[config.mk]
export PLATFORM = sky130hd
export DESIGN_NAME = decode_hazard_unit_flat
export DESIGN_NICKNAME = d
export VERILOG_FILES = /design/src/rtl/decode_hazard_unit_if.sv /design/src/rtl/decode_hazard_unit.sv /design/src/flat_wrapper.sv
export SDC_FILE = /design/constraint.sdc
export NUM_CORES = 2
export LEC_CHECK = 0
export CORE_AREA = 2 2 394 396
export DETAILED_ROUTE_END_ITERATION = 10
export DIE_AREA = 0 0 396 398
export DONT_BUFFER_PORTS = 1
export PLACE_DENSITY = 0.64
export SLEW_MARGIN = 15
export SYNTH_ARGS = -nofsm -noshare
export SYNTH_HDL_FRONTEND = slang
export SYNTH_SLANG_ARGS = --single-unit
[constraint.sdc]
create_clock -name clk -period 2.4 [get_ports clk]
set_clock_uncertainty 0.05 [all_clocks]
set_input_delay 0 -clock clk [delete_from_list [all_inputs] [get_ports clk]]
set_output_delay 0 -clock clk [all_outputs]
set_load 0.01 [all_outputs]
[src/rtl/decode_hazard_unit_if.sv]
// Decode-stage hazard bus: the instruction in decode, the bypass channels,
// the writeback port, flush, and the resolved-operand / hazard results.
interface decode_hazard_unit_if #(
    parameter int ARCH_LEN     = 32,
    parameter int REG_FILE_LEN = 32,
    parameter int NUM_BYP      = 3,
    parameter int CNT_W        = 32
);
    localparam int RW = $clog2(REG_FILE_LEN);

    // instruction in decode
    logic                         dec_valid_in;
    logic [RW-1:0]                src_reg_1_in;
    logic [RW-1:0]                src_reg_2_in;
    logic [RW-1:0]                dst_reg_in;
    logic                         uses_src1_in;
    logic                         uses_src2_in;
    logic                         writes_dst_in;
    logic                         issue_ready_in;

    // bypass channels, channel 0 youngest
    logic [NUM_BYP-1:0]           byp_valid_in;
    logic [NUM_BYP-1:0]           byp_we_in;
    logic [NUM_BYP-1:0]           byp_ready_in;
    logic [NUM_BYP*RW-1:0]        byp_dst_in;
    logic [NUM_BYP*ARCH_LEN-1:0]  byp_data_in;

    // writeback and flush
    logic                         wb_valid_in;
    logic [RW-1:0]                wb_dst_in;
    logic [ARCH_LEN-1:0]          wb_data_in;
    logic                         flush_in;

    // results
    logic                         issue_out;
    logic                         stall_out;
    logic [ARCH_LEN-1:0]          src_data_1_out;
    logic [ARCH_LEN-1:0]          src_data_2_out;
    logic [REG_FILE_LEN-1:0]      busy_vec_out;
    logic [CNT_W-1:0]             stall_cnt_out;

    modport master (
        output dec_valid_in, src_reg_1_in, src_reg_2_in, dst_reg_in,
               uses_src1_in, uses_src2_in, writes_dst_in, issue_ready_in,
               byp_valid_in, byp_we_in, byp_ready_in, byp_dst_in, byp_data_in,
               wb_valid_in, wb_dst_in, wb_data_in, flush_in,
        input  issue_out, stall_out, src_data_1_out, src_data_2_out,
               busy_vec_out, stall_cnt_out
    );

    modport slave (
        input  dec_valid_in, src_reg_1_in, src_reg_2_in, dst_reg_in,
               uses_src1_in, uses_src2_in, writes_dst_in, issue_ready_in,
               byp_valid_in, byp_we_in, byp_ready_in, byp_dst_in, byp_data_in,
               wb_valid_in, wb_dst_in, wb_data_in, flush_in,
        output issue_out, stall_out, src_data_1_out, src_data_2_out,
               busy_vec_out, stall_cnt_out
    );
endinterface

[src/rtl/decode_hazard_unit.sv]
// Decode-stage operand resolution and hazard unit: architectural register
// file, per-register scoreboard of in-flight writers, priority bypass from
// NUM_BYP downstream channels, WAW protection, flush and a stall counter.
module decode_hazard_unit #(
    parameter int ARCH_LEN     = 32,
    parameter int REG_FILE_LEN = 32,
    parameter int NUM_BYP      = 3,
    parameter int CNT_W        = 32
) (
    input  logic                 clk,
    input  logic                 rst,
    decode_hazard_unit_if.slave  bus
);
    localparam int RW = $clog2(REG_FILE_LEN);

    logic [ARCH_LEN-1:0]     regs [REG_FILE_LEN];
    logic [REG_FILE_LEN-1:0] busy;
    logic [REG_FILE_LEN-1:0] busy_next;
    logic [CNT_W-1:0]        stall_cnt;

    logic [1:0]              op_use;
    logic [RW-1:0]           op_reg  [2];
    logic [ARCH_LEN-1:0]     op_data [2];
    logic [1:0]              op_unres;

    logic                    waw;
    logic                    stall;
    logic                    issue;

    assign op_use    = {bus.uses_src2_in, bus.uses_src1_in};
    assign op_reg[0] = bus.src_reg_1_in;
    assign op_reg[1] = bus.src_reg_2_in;

    // Resolve both operands: youngest matching bypass channel, then writeback
    // write-through, then scoreboard, then the register file.
    always_comb begin : resolve
        logic matched;
        for (int k = 0; k < 2; k++) begin
            // NOTE: every combinational output gets a default first so no
            // path leaves it unassigned, which would infer a latch.
            op_data[k]  = regs[op_reg[k]];
            op_unres[k] = 1'b0;
            matched     = 1'b0;
            if (op_use[k] && op_reg[k] != '0) begin
                for (int i = 0; i < NUM_BYP; i++) begin
                    if (!matched && bus.byp_valid_in[i] && bus.byp_we_in[i] &&
                        bus.byp_dst_in[i*RW +: RW] == op_reg[k]) begin
                        matched = 1'b1;
                        if (bus.byp_ready_in[i])
                            op_data[k] = bus.byp_data_in[i*ARCH_LEN +: ARCH_LEN];
                        else
                            op_unres[k] = 1'b1;
                    end
                end
                if (!matched) begin
                    if (bus.wb_valid_in && bus.wb_dst_in == op_reg[k])
                        op_data[k] = bus.wb_data_in;
                    else if (busy[op_reg[k]])
                        op_unres[k] = 1'b1;
                end
            end
        end
    end

    // Hazard detection and issue decision for the instruction in decode.
    always_comb begin : hazard
        waw   = bus.writes_dst_in && bus.dst_reg_in != '0 && busy[bus.dst_reg_in] &&
                !(bus.wb_valid_in && bus.wb_dst_in == bus.dst_reg_in);
        stall = bus.dec_valid_in && !bus.flush_in && (op_unres[0] || op_unres[1] || waw);
        issue = bus.dec_valid_in && !bus.flush_in && !stall && bus.issue_ready_in;
    end

    // Next scoreboard: writeback clears, issue sets afterwards so set wins.
    always_comb begin : scoreboard_next
        // NOTE: combinational intermediates use blocking assignment so the
        // later set overrides the earlier clear within this evaluation.
        busy_next = busy;
        if (bus.wb_valid_in && bus.wb_dst_in != '0)
            busy_next[bus.wb_dst_in] = 1'b0;
        if (issue && bus.writes_dst_in && bus.dst_reg_in != '0)
            busy_next[bus.dst_reg_in] = 1'b1;
        if (bus.flush_in)
            busy_next = '0;
    end

    // Register file: writeback port, x0 hard-wired to zero.
    always_ff @(posedge clk) begin : reg_file
        // NOTE: the array is reset because architectural registers must read
        // zero after reset; a plain storage array would normally skip this.
        if (!rst) begin
            for (int r = 0; r < REG_FILE_LEN; r++)
                regs[r] <= '0;
        end else if (bus.wb_valid_in && bus.wb_dst_in != '0) begin
            regs[bus.wb_dst_in] <= bus.wb_data_in;
        end
    end

    // Scoreboard and saturating stall counter state.
    always_ff @(posedge clk) begin : state
        if (!rst) begin
            busy      <= '0;
            stall_cnt <= '0;
        end else begin
            busy <= busy_next;
            if (stall && stall_cnt != '1)
                stall_cnt <= stall_cnt + CNT_W'(1);
        end
    end

    assign bus.src_data_1_out = op_data[0];
    assign bus.src_data_2_out = op_data[1];
    assign bus.stall_out      = stall;
    assign bus.issue_out      = issue;
    assign bus.busy_vec_out   = busy;
    assign bus.stall_cnt_out  = stall_cnt;
endmodule

[src/flat_wrapper.sv]
// flat-port wrapper written by rule: the top's interface ports become plain ports
module decode_hazard_unit_flat 
#(
    parameter int ARCH_LEN     = 32,
    parameter int REG_FILE_LEN = 32,
    parameter int NUM_BYP      = 3,
    parameter int CNT_W        = 32
)
  (clk, rst, bus_dec_valid_in, bus_src_reg_1_in, bus_src_reg_2_in, bus_dst_reg_in, bus_uses_src1_in, bus_uses_src2_in, bus_writes_dst_in, bus_issue_ready_in, bus_byp_valid_in, bus_byp_we_in, bus_byp_ready_in, bus_byp_dst_in, bus_byp_data_in, bus_wb_valid_in, bus_wb_dst_in, bus_wb_data_in, bus_flush_in, bus_issue_out, bus_stall_out, bus_src_data_1_out, bus_src_data_2_out, bus_busy_vec_out, bus_stall_cnt_out);
  decode_hazard_unit_if #(.ARCH_LEN(ARCH_LEN), .REG_FILE_LEN(REG_FILE_LEN), .NUM_BYP(NUM_BYP), .CNT_W(CNT_W)) bus_i ();
  input  logic clk;
  input  logic rst;
  input wire logic [$bits(bus_i.dec_valid_in)-1:0] bus_dec_valid_in;
  input wire logic [$bits(bus_i.src_reg_1_in)-1:0] bus_src_reg_1_in;
  input wire logic [$bits(bus_i.src_reg_2_in)-1:0] bus_src_reg_2_in;
  input wire logic [$bits(bus_i.dst_reg_in)-1:0] bus_dst_reg_in;
  input wire logic [$bits(bus_i.uses_src1_in)-1:0] bus_uses_src1_in;
  input wire logic [$bits(bus_i.uses_src2_in)-1:0] bus_uses_src2_in;
  input wire logic [$bits(bus_i.writes_dst_in)-1:0] bus_writes_dst_in;
  input wire logic [$bits(bus_i.issue_ready_in)-1:0] bus_issue_ready_in;
  input wire logic [$bits(bus_i.byp_valid_in)-1:0] bus_byp_valid_in;
  input wire logic [$bits(bus_i.byp_we_in)-1:0] bus_byp_we_in;
  input wire logic [$bits(bus_i.byp_ready_in)-1:0] bus_byp_ready_in;
  input wire logic [$bits(bus_i.byp_dst_in)-1:0] bus_byp_dst_in;
  input wire logic [$bits(bus_i.byp_data_in)-1:0] bus_byp_data_in;
  input wire logic [$bits(bus_i.wb_valid_in)-1:0] bus_wb_valid_in;
  input wire logic [$bits(bus_i.wb_dst_in)-1:0] bus_wb_dst_in;
  input wire logic [$bits(bus_i.wb_data_in)-1:0] bus_wb_data_in;
  input wire logic [$bits(bus_i.flush_in)-1:0] bus_flush_in;
  output wire logic [$bits(bus_i.issue_out)-1:0] bus_issue_out;
  output wire logic [$bits(bus_i.stall_out)-1:0] bus_stall_out;
  output wire logic [$bits(bus_i.src_data_1_out)-1:0] bus_src_data_1_out;
  output wire logic [$bits(bus_i.src_data_2_out)-1:0] bus_src_data_2_out;
  output wire logic [$bits(bus_i.busy_vec_out)-1:0] bus_busy_vec_out;
  output wire logic [$bits(bus_i.stall_cnt_out)-1:0] bus_stall_cnt_out;
  assign bus_i.dec_valid_in = bus_dec_valid_in;
  assign bus_i.src_reg_1_in = bus_src_reg_1_in;
  assign bus_i.src_reg_2_in = bus_src_reg_2_in;
  assign bus_i.dst_reg_in = bus_dst_reg_in;
  assign bus_i.uses_src1_in = bus_uses_src1_in;
  assign bus_i.uses_src2_in = bus_uses_src2_in;
  assign bus_i.writes_dst_in = bus_writes_dst_in;
  assign bus_i.issue_ready_in = bus_issue_ready_in;
  assign bus_i.byp_valid_in = bus_byp_valid_in;
  assign bus_i.byp_we_in = bus_byp_we_in;
  assign bus_i.byp_ready_in = bus_byp_ready_in;
  assign bus_i.byp_dst_in = bus_byp_dst_in;
  assign bus_i.byp_data_in = bus_byp_data_in;
  assign bus_i.wb_valid_in = bus_wb_valid_in;
  assign bus_i.wb_dst_in = bus_wb_dst_in;
  assign bus_i.wb_data_in = bus_wb_data_in;
  assign bus_i.flush_in = bus_flush_in;
  assign bus_issue_out = bus_i.issue_out;
  assign bus_stall_out = bus_i.stall_out;
  assign bus_src_data_1_out = bus_i.src_data_1_out;
  assign bus_src_data_2_out = bus_i.src_data_2_out;
  assign bus_busy_vec_out = bus_i.busy_vec_out;
  assign bus_stall_cnt_out = bus_i.stall_cnt_out;
  decode_hazard_unit #(.ARCH_LEN(ARCH_LEN), .REG_FILE_LEN(REG_FILE_LEN), .NUM_BYP(NUM_BYP), .CNT_W(CNT_W)) u_core (.clk(clk), .rst(rst), .bus(bus_i));
endmodule
Yosys cells after proc, flatten, opt, wreduce, memory -nomap -nowiden

Memories as Yosys holds them, arrays and structs flattened.
Index checks and enable logic that the tools add are counted.

RAM bits: 1,024
Flip-flop bits (word level): 64
Bits of input ports: 181
Memories: 1

Memory list:

| memory      | depth | width | read ports | clocked after Yosys merged registers in | wr ports | line                     | source |
|---|---|---|---|---|---|---|---|
| u_core.regs | 32    | 32    | 2          | 0                                       | 32       | decode_hazard_unit.sv:16 | `logic [ARCH_LEN-1:0] regs [REG_FILE_LEN];` |

Add/subtract/negate cells: 1
Magnitude comparators: 6
Eq/ne operators: 10
Multiplexer cells: 68
Reduce and logical (&&, ||, !) cells: 48
Bitwise operators: 4

Operators with widths:

| cell                                                                         | number |
|---|---|
| 32-bit 2-to-1 mux                                                            | 21 |
| 5-bit equality test                                                          | 9 |
| 1-bit 2-to-1 mux                                                             | 41 |
| 1-bit logical AND                                                            | 33 |
| 32-bit by 1-bit adder with 32-bit output, second input constant              | 1 |
| 32-bit AND                                                                   | 1 |
| 32-bit != test, second input constant                                        | 1 |
| 32-bit inverter                                                              | 1 |
| 32-bit bitwise OR                                                            | 1 |
| 32-bit OR reduction                                                          | 1 |
| 5-bit by 6-bit less-than comparator with 1-bit output, second input constant | 4 |
| 5-bit nonzero test                                                           | 4 |
| 1-bit binary-select mux with 5-bit select                                    | 3 |
| 1-bit demux with 5-bit select                                                | 2 |
| 5-bit by 1-bit >= comparator with 1-bit output, second input constant        | 2 |
| 1-bit zero test                                                              | 7 |
| 5-bit 2-to-1 mux                                                             | 1 |
| 1-bit logical OR                                                             | 2 |
| 2-bit OR reduction                                                           | 1 |
| 1-bit inverter                                                               | 1 |

Depth between registers and ports, before layout

Depth after elaboration: 28
Gate-level depth with buffers: 12

Worst setup path after synthesis

Ideal clock, no wire load.

Path kind: in2out
From: input port bus_src_reg_1_in[0]
To: output port bus_src_data_1_out[30]
Data required time: 2.350 ns
Slack: -0.324 ns
Arrival time: 2.674 ns
Path buffers: 4
Cell stages on the path: 9
Cells stage by stage: buf_2 buf_2 clkbuf_1 buf_2 mux4_2 mux4_2 mux2_2 a222oi_1 o21ai_0

Word-level cells in the longest chain between the ends: 18

Ends and longest elaborated chain:

| item                                                  | line                                               | source |
|---|---|---|
| start: declaration                                    | flat_wrapper.sv:14                                 | `input wire logic [$bits(bus_i.src_reg_1_in)-1:0] bus_src_reg_1_in;` |
| 5-bit equality test                                   | decode_hazard_unit.sv:47                           | `bus.byp_dst_in[i*RW +: RW] == op_reg[k]) begin` |
| 1-bit logical AND                                     | decode_hazard_unit.sv:46                           | `if (!matched && bus.byp_valid_in[i] && bus.byp_we_in[i] &&` |
| 1-bit 2-to-1 mux                                      | decode_hazard_unit.sv:46                           |  |
| 1-bit 2-to-1 mux                                      | decode_hazard_unit.sv:44                           | `if (op_use[k] && op_reg[k] != '0) begin` |
| 1-bit zero test                                       | decode_hazard_unit.sv:46                           |  |
| 1-bit logical AND (3 in a row)                        | decode_hazard_unit.sv:46                           |  |
| 1-bit 2-to-1 mux                                      | decode_hazard_unit.sv:46                           |  |
| 1-bit 2-to-1 mux                                      | decode_hazard_unit.sv:44                           |  |
| 1-bit zero test                                       | decode_hazard_unit.sv:46                           |  |
| 1-bit logical AND (3 in a row)                        | decode_hazard_unit.sv:46                           |  |
| 32-bit 2-to-1 mux or 1-bit 2-to-1 mux (tied branches) | decode_hazard_unit.sv:46                           |  |
| 32-bit 2-to-1 mux or 1-bit 2-to-1 mux (tied branches) | decode_hazard_unit.sv:56, decode_hazard_unit.sv:44 |  |
| 32-bit 2-to-1 mux                                     | decode_hazard_unit.sv:55                           | `if (!matched) begin` |
| 32-bit 2-to-1 mux *                                   | decode_hazard_unit.sv:44                           |  |
| end: declaration                                      | flat_wrapper.sv:32                                 | `output wire logic [$bits(bus_i.src_data_1_out)-1:0] bus_src_data_1_out;` |

Mark *: on every way between the ends. The rest lies on a longest branch, timed or not. The select of a mux whose other input is x is not followed.

Worst setup path in the final report

From: input port bus_src_reg_2_in[0]
To: output port bus_src_data_2_out[19]

Word-level cells in the longest chain between the ends: 18

Ends and longest elaborated chain:

| item                                                  | line                                               | source |
|---|---|---|
| start: declaration                                    | flat_wrapper.sv:15                                 | `input wire logic [$bits(bus_i.src_reg_2_in)-1:0] bus_src_reg_2_in;` |
| 5-bit equality test                                   | decode_hazard_unit.sv:47                           |  |
| 1-bit logical AND                                     | decode_hazard_unit.sv:46                           |  |
| 1-bit 2-to-1 mux                                      | decode_hazard_unit.sv:46                           |  |
| 1-bit 2-to-1 mux                                      | decode_hazard_unit.sv:44                           |  |
| 1-bit zero test                                       | decode_hazard_unit.sv:46                           |  |
| 1-bit logical AND (3 in a row)                        | decode_hazard_unit.sv:46                           |  |
| 1-bit 2-to-1 mux                                      | decode_hazard_unit.sv:46                           |  |
| 1-bit 2-to-1 mux                                      | decode_hazard_unit.sv:44                           |  |
| 1-bit zero test                                       | decode_hazard_unit.sv:46                           |  |
| 1-bit logical AND (3 in a row)                        | decode_hazard_unit.sv:46                           |  |
| 32-bit 2-to-1 mux or 1-bit 2-to-1 mux (tied branches) | decode_hazard_unit.sv:46                           |  |
| 32-bit 2-to-1 mux or 1-bit 2-to-1 mux (tied branches) | decode_hazard_unit.sv:56, decode_hazard_unit.sv:44 |  |
| 32-bit 2-to-1 mux                                     | decode_hazard_unit.sv:55                           |  |
| 32-bit 2-to-1 mux *                                   | decode_hazard_unit.sv:44                           |  |
| end: declaration                                      | flat_wrapper.sv:33                                 | `output wire logic [$bits(bus_i.src_data_2_out)-1:0] bus_src_data_2_out;` |

Marks and branches as above.

==> results.json <==
{
  "crit_required_ps": 2350,
  "maxSlewViolCount": 216,
  "max_freq_mhz": 253,
  "vdd_drop_max_mv": 0.597,
  "r2r_cells": 13,
  "initial_utilization": 0.398,
  "crit_fanout": 271,
  "antenna_found_initial": 21,
  "yosysTopAreaCell": "edfxtp_1",
  "num_rows": 144,
  "clock_sinks": 1088,
  "critPathKind": "input port to output port",
  "yosysTopAreaCellShare": 0.504,
  "leakagePower_nw": 23.7,
  "dr.pass1.iters": 11,
  "avgSynthCellArea_um2": 14.6,
  "die_x_um": 396,
  "overflow": 0,
  "path_cells": "mux4_2 > mux4_2 > mux2_4 > a222oi_1 > o21ai_1",
  "netlist_area_um2": 61100,
  "hold_start": "rst",
  "power_density_nw_per_um2": 656,
  "io_pins": 311,
  "first_iter_violations": 5976,
  "placement.cell_area_um2": 64600,
  "wl_um": 215000,
  "finalNonFillerCells": 6323,
  "synth_area_leaders": "edfxtp_1, mux4_2, and2_1",
  "gp_congestion": 0.899,
  "violations": "slew limit, setup timing",
  "routed-via-count": 40300,
  "fillers": 13000,
  "port_buffers": 0,
  "cp_common_cell": "mux4_2",
  "finalCritPeriodShare": 1.64,
  "nNetsFinal": 4358,
  "root_buffer": "clkbuf_16",
  "yosys_warnings": 0,
  "synth_edf_count": 1024,
  "synth-seq-cells": 1088,
  "finalInstanceArea_um2": 70300,
  "setup_viol": 130,
  "multiInputGateArea_um2": 28500,
  "htree_levels": 3,
  "path_clk_slew_ps": 60,
  "period_needed_ps": 3940,
  "ant_nets": 0,
  "status": "complete, but fails checks",
  "grt_pass1_vias": 40400,
  "r2r_start": "u_core.bus.busy_vec_out[13]$_SDFF_PP0_",
  "grtUsageTotal": 0.268,
  "drive_above_1_share": 0.308,
  "ys_seq_area_frac": 0.525,
  "synthFlopType": "edfxtp_1",
  "cts_tree": "yes",
  "cap_violations": 0,
  "cts_buffer_depth": 3,
  "core_area_um2": 153000,
  "grt_pass1_wl_um": 301000,
  "slowest_delay_ps": 1360,
  "die_area_um2": 158000,
  "synth_cell_types": 68,
  "routedWlPerCell_um": 33.9,
  "arrival_ps": 3890,
  "cts_buffers": 112,
  "r2r_setup_slack_ps": -490,
  "fp.dieH_um": 398,
  "asyncSetResetFlopFracSynth": 0,
  "slew_headroom": -0.712,
  "via_per_inst": 6.37,
  "drcViolationCount": 0,
  "syn_inst": 4172,
  "layout_setup_ws_ps": -1540,
  "crit_slowest_cell": "mux4_2",
  "clk_latency_ps": 720,
  "hpwl_um": 119000,
  "hp-class": "input port to flip-flop",
  "start_kind": "input port",
  "dp_cells": 6023,
  "hold_depth": 4,
  "hold_viol": 0,
  "grt_max_degree": 275,
  "whs_endpoint": "u_core.regs[19][0]$_SDFFCE_PN0P_",
  "crit_path_end_kind": "output port",
  "r2r-end": "u_core.bus.stall_cnt_out[7]$_SDFFE_PN0P_",
  "area_growth_syn_to_layout_pct": 15.1,
  "seqCellArea_um2": 32000,
  "rsz0062_at_grt": "true",
  "tightest_slew_ps": 2570
}
kinds of logic (layout without fill, tap and decap cells):
logic type                 count (synthesis)  in the layout  synth area share
and+or+nand+nor                         1490           1490             0.141
DFF                                     1088           1088             0.525
muxes                                    781            781             0.263
buffers and inverters                    459            522            0.0305
AOI/OAI and AO/OA                        307            307            0.0341
xor gates and xnor gates                  45             45           0.00646
adders and majority gates                  1              1          0.000205
other                                      1             45         0.0000614
final cells by class:
| type | count | area share |
|---|---|---|
| Clock inverter | 70 | 0.0107 |
| Antenna cell | 13 | 0.000463 |
| Inverter | 9 | 0.000499 |
| Timing Repair Buffer | 309 | 0.0477 |
| Sequential cell | 1088 | 0.456 |
| Clock buffer | 134 | 0.0417 |
| Multi-Input combinational cell | 2656 | 0.406 |
| Tap cell | 2044 | 0.0364 |
cell usage in the layout (no fill, tap or decap), types with 10 or more instances in the layout:
master,count
edfxtp_1,1024
and2_1,995
mux4_2,652
buf_4,174
clkbuf_16,115
nand2_1,101
nor2_1,87
nand3_1,76
a222oi_1,64
mux2_4,63
mux2i_1,61
dlygate4sd3_1,60
o21ai_1,59
dfxtp_1,54
buf_12,53
a21oi_1,50
nor3_1,41
o21ai_2,40
o21a_1,34
nand2_2,32
nor2_4,32
conb_1,32
xor2_1,26
clkinv_2,24
clkinv_1,23
clkbuf_1,20
xnor2_1,19
or4_1,19
o31ai_4,17
nand4_1,15
diode_2,13
nand2b_1,13
bufinv_16,13
nor2b_1,11
buf_6,11
and3_1,10
power by group:
| group | internal, W | leakage [nW] | switching (W) |
|---|---|---|---|
| Combinational | 0.00316 | 11.6 | 0.00289 |
| Clock | 0.0101 | 1.81 | 0.00774 |
| Sequential | 0.0218 | 10.3 | 0.000471 |
stage by stage:
| stage | setup slack, ps | utilization | power, W | hold slack (ps) | TNS (ps) |
|---|---|---|---|---|---|
| final | -1540 | 0.458 | 0.0461 | 78.2 | -87690 |
| after global routing | -904 | 0.458 | 0.0473 | 57.9 | -79270 |
| after CTS | -792 | 0.454 | 0.0461 | 9.78 | -57610 |
| after detailed placement | -214 | 0.421 | 0.0278 | 80.7 | -7480 |
| after global placement | -117 | 0.421 | 0.0276 | 76.9 | -3730 |
| after floorplan | -62.0 | - | 0.0268 | 104 | -1590 |
critical path, delay by kind of cell:
| family | cells | cell delay (ps) |
|---|---|---|
| AOI/OAI and AO/OA | 2 | 520 |
| muxes | 3 | 2200 |
flip-flops by register name, indices dropped and copies added, names as in the netlist:
signal,cells
u_core.regs,1024
u_core.bus.busy_vec_out,32
u_core.bus.stall_cnt_out,32
cell usage after synthesis (64+ instances only):
master / number
edfxtp_1: 1024
o21ai_0: 98
nand3_1: 77
nand2_1: 133
mux2_2: 68
buf_2: 83
and2_1: 996
dfxtp_1: 64
clkbuf_1: 343
mux4_2: 652
a222oi_1: 64
nor2_1: 121
worst max path at each step:
stage / startpoint / to
global route: u_core.regs[11][30]$_SDFFCE_PN0P_ / bus_src_data_1_out[30]
finish: bus_src_reg_2_in[0] / bus_src_data_2_out[19]
CTS: u_core.regs[11][30]$_SDFFCE_PN0P_ / bus_src_data_1_out[30]
detailed placement: u_core.bus.busy_vec_out[1]$_SDFF_PP0_ / u_core.bus.stall_cnt_out[10]$_SDFFE_PN0P_
global placement: u_core.bus.busy_vec_out[1]$_SDFF_PP0_ / u_core.bus.stall_cnt_out[6]$_SDFFE_PN0P_
floorplan: bus_src_reg_1_in[0] / bus_src_data_1_out[30]
per-layer routing:
layer / wire length (µm) / vias to the layer above / global-route usage
met5: 56 / - / 0
met4: 10300 / 8 / 0.121
met3: 23500 / 586 / 0.0659
met2: 103000 / 2653 / 0.438
met1: 77200 / 20800 / 0.339
li1: - / 16200 / -
repair_timing:
action                                  4_1_cts  5_1_grt
gates cloned                                  6        1
resized for setup                           128      121
endpoints found under the hold margin      2080        0
hold buffers                                 62        0
setup buffers                                 9        7
endpoints found under the setup margin      129      143
pin swaps                                    50       67
Note: power is estimated with default switching activity, not from simulation.
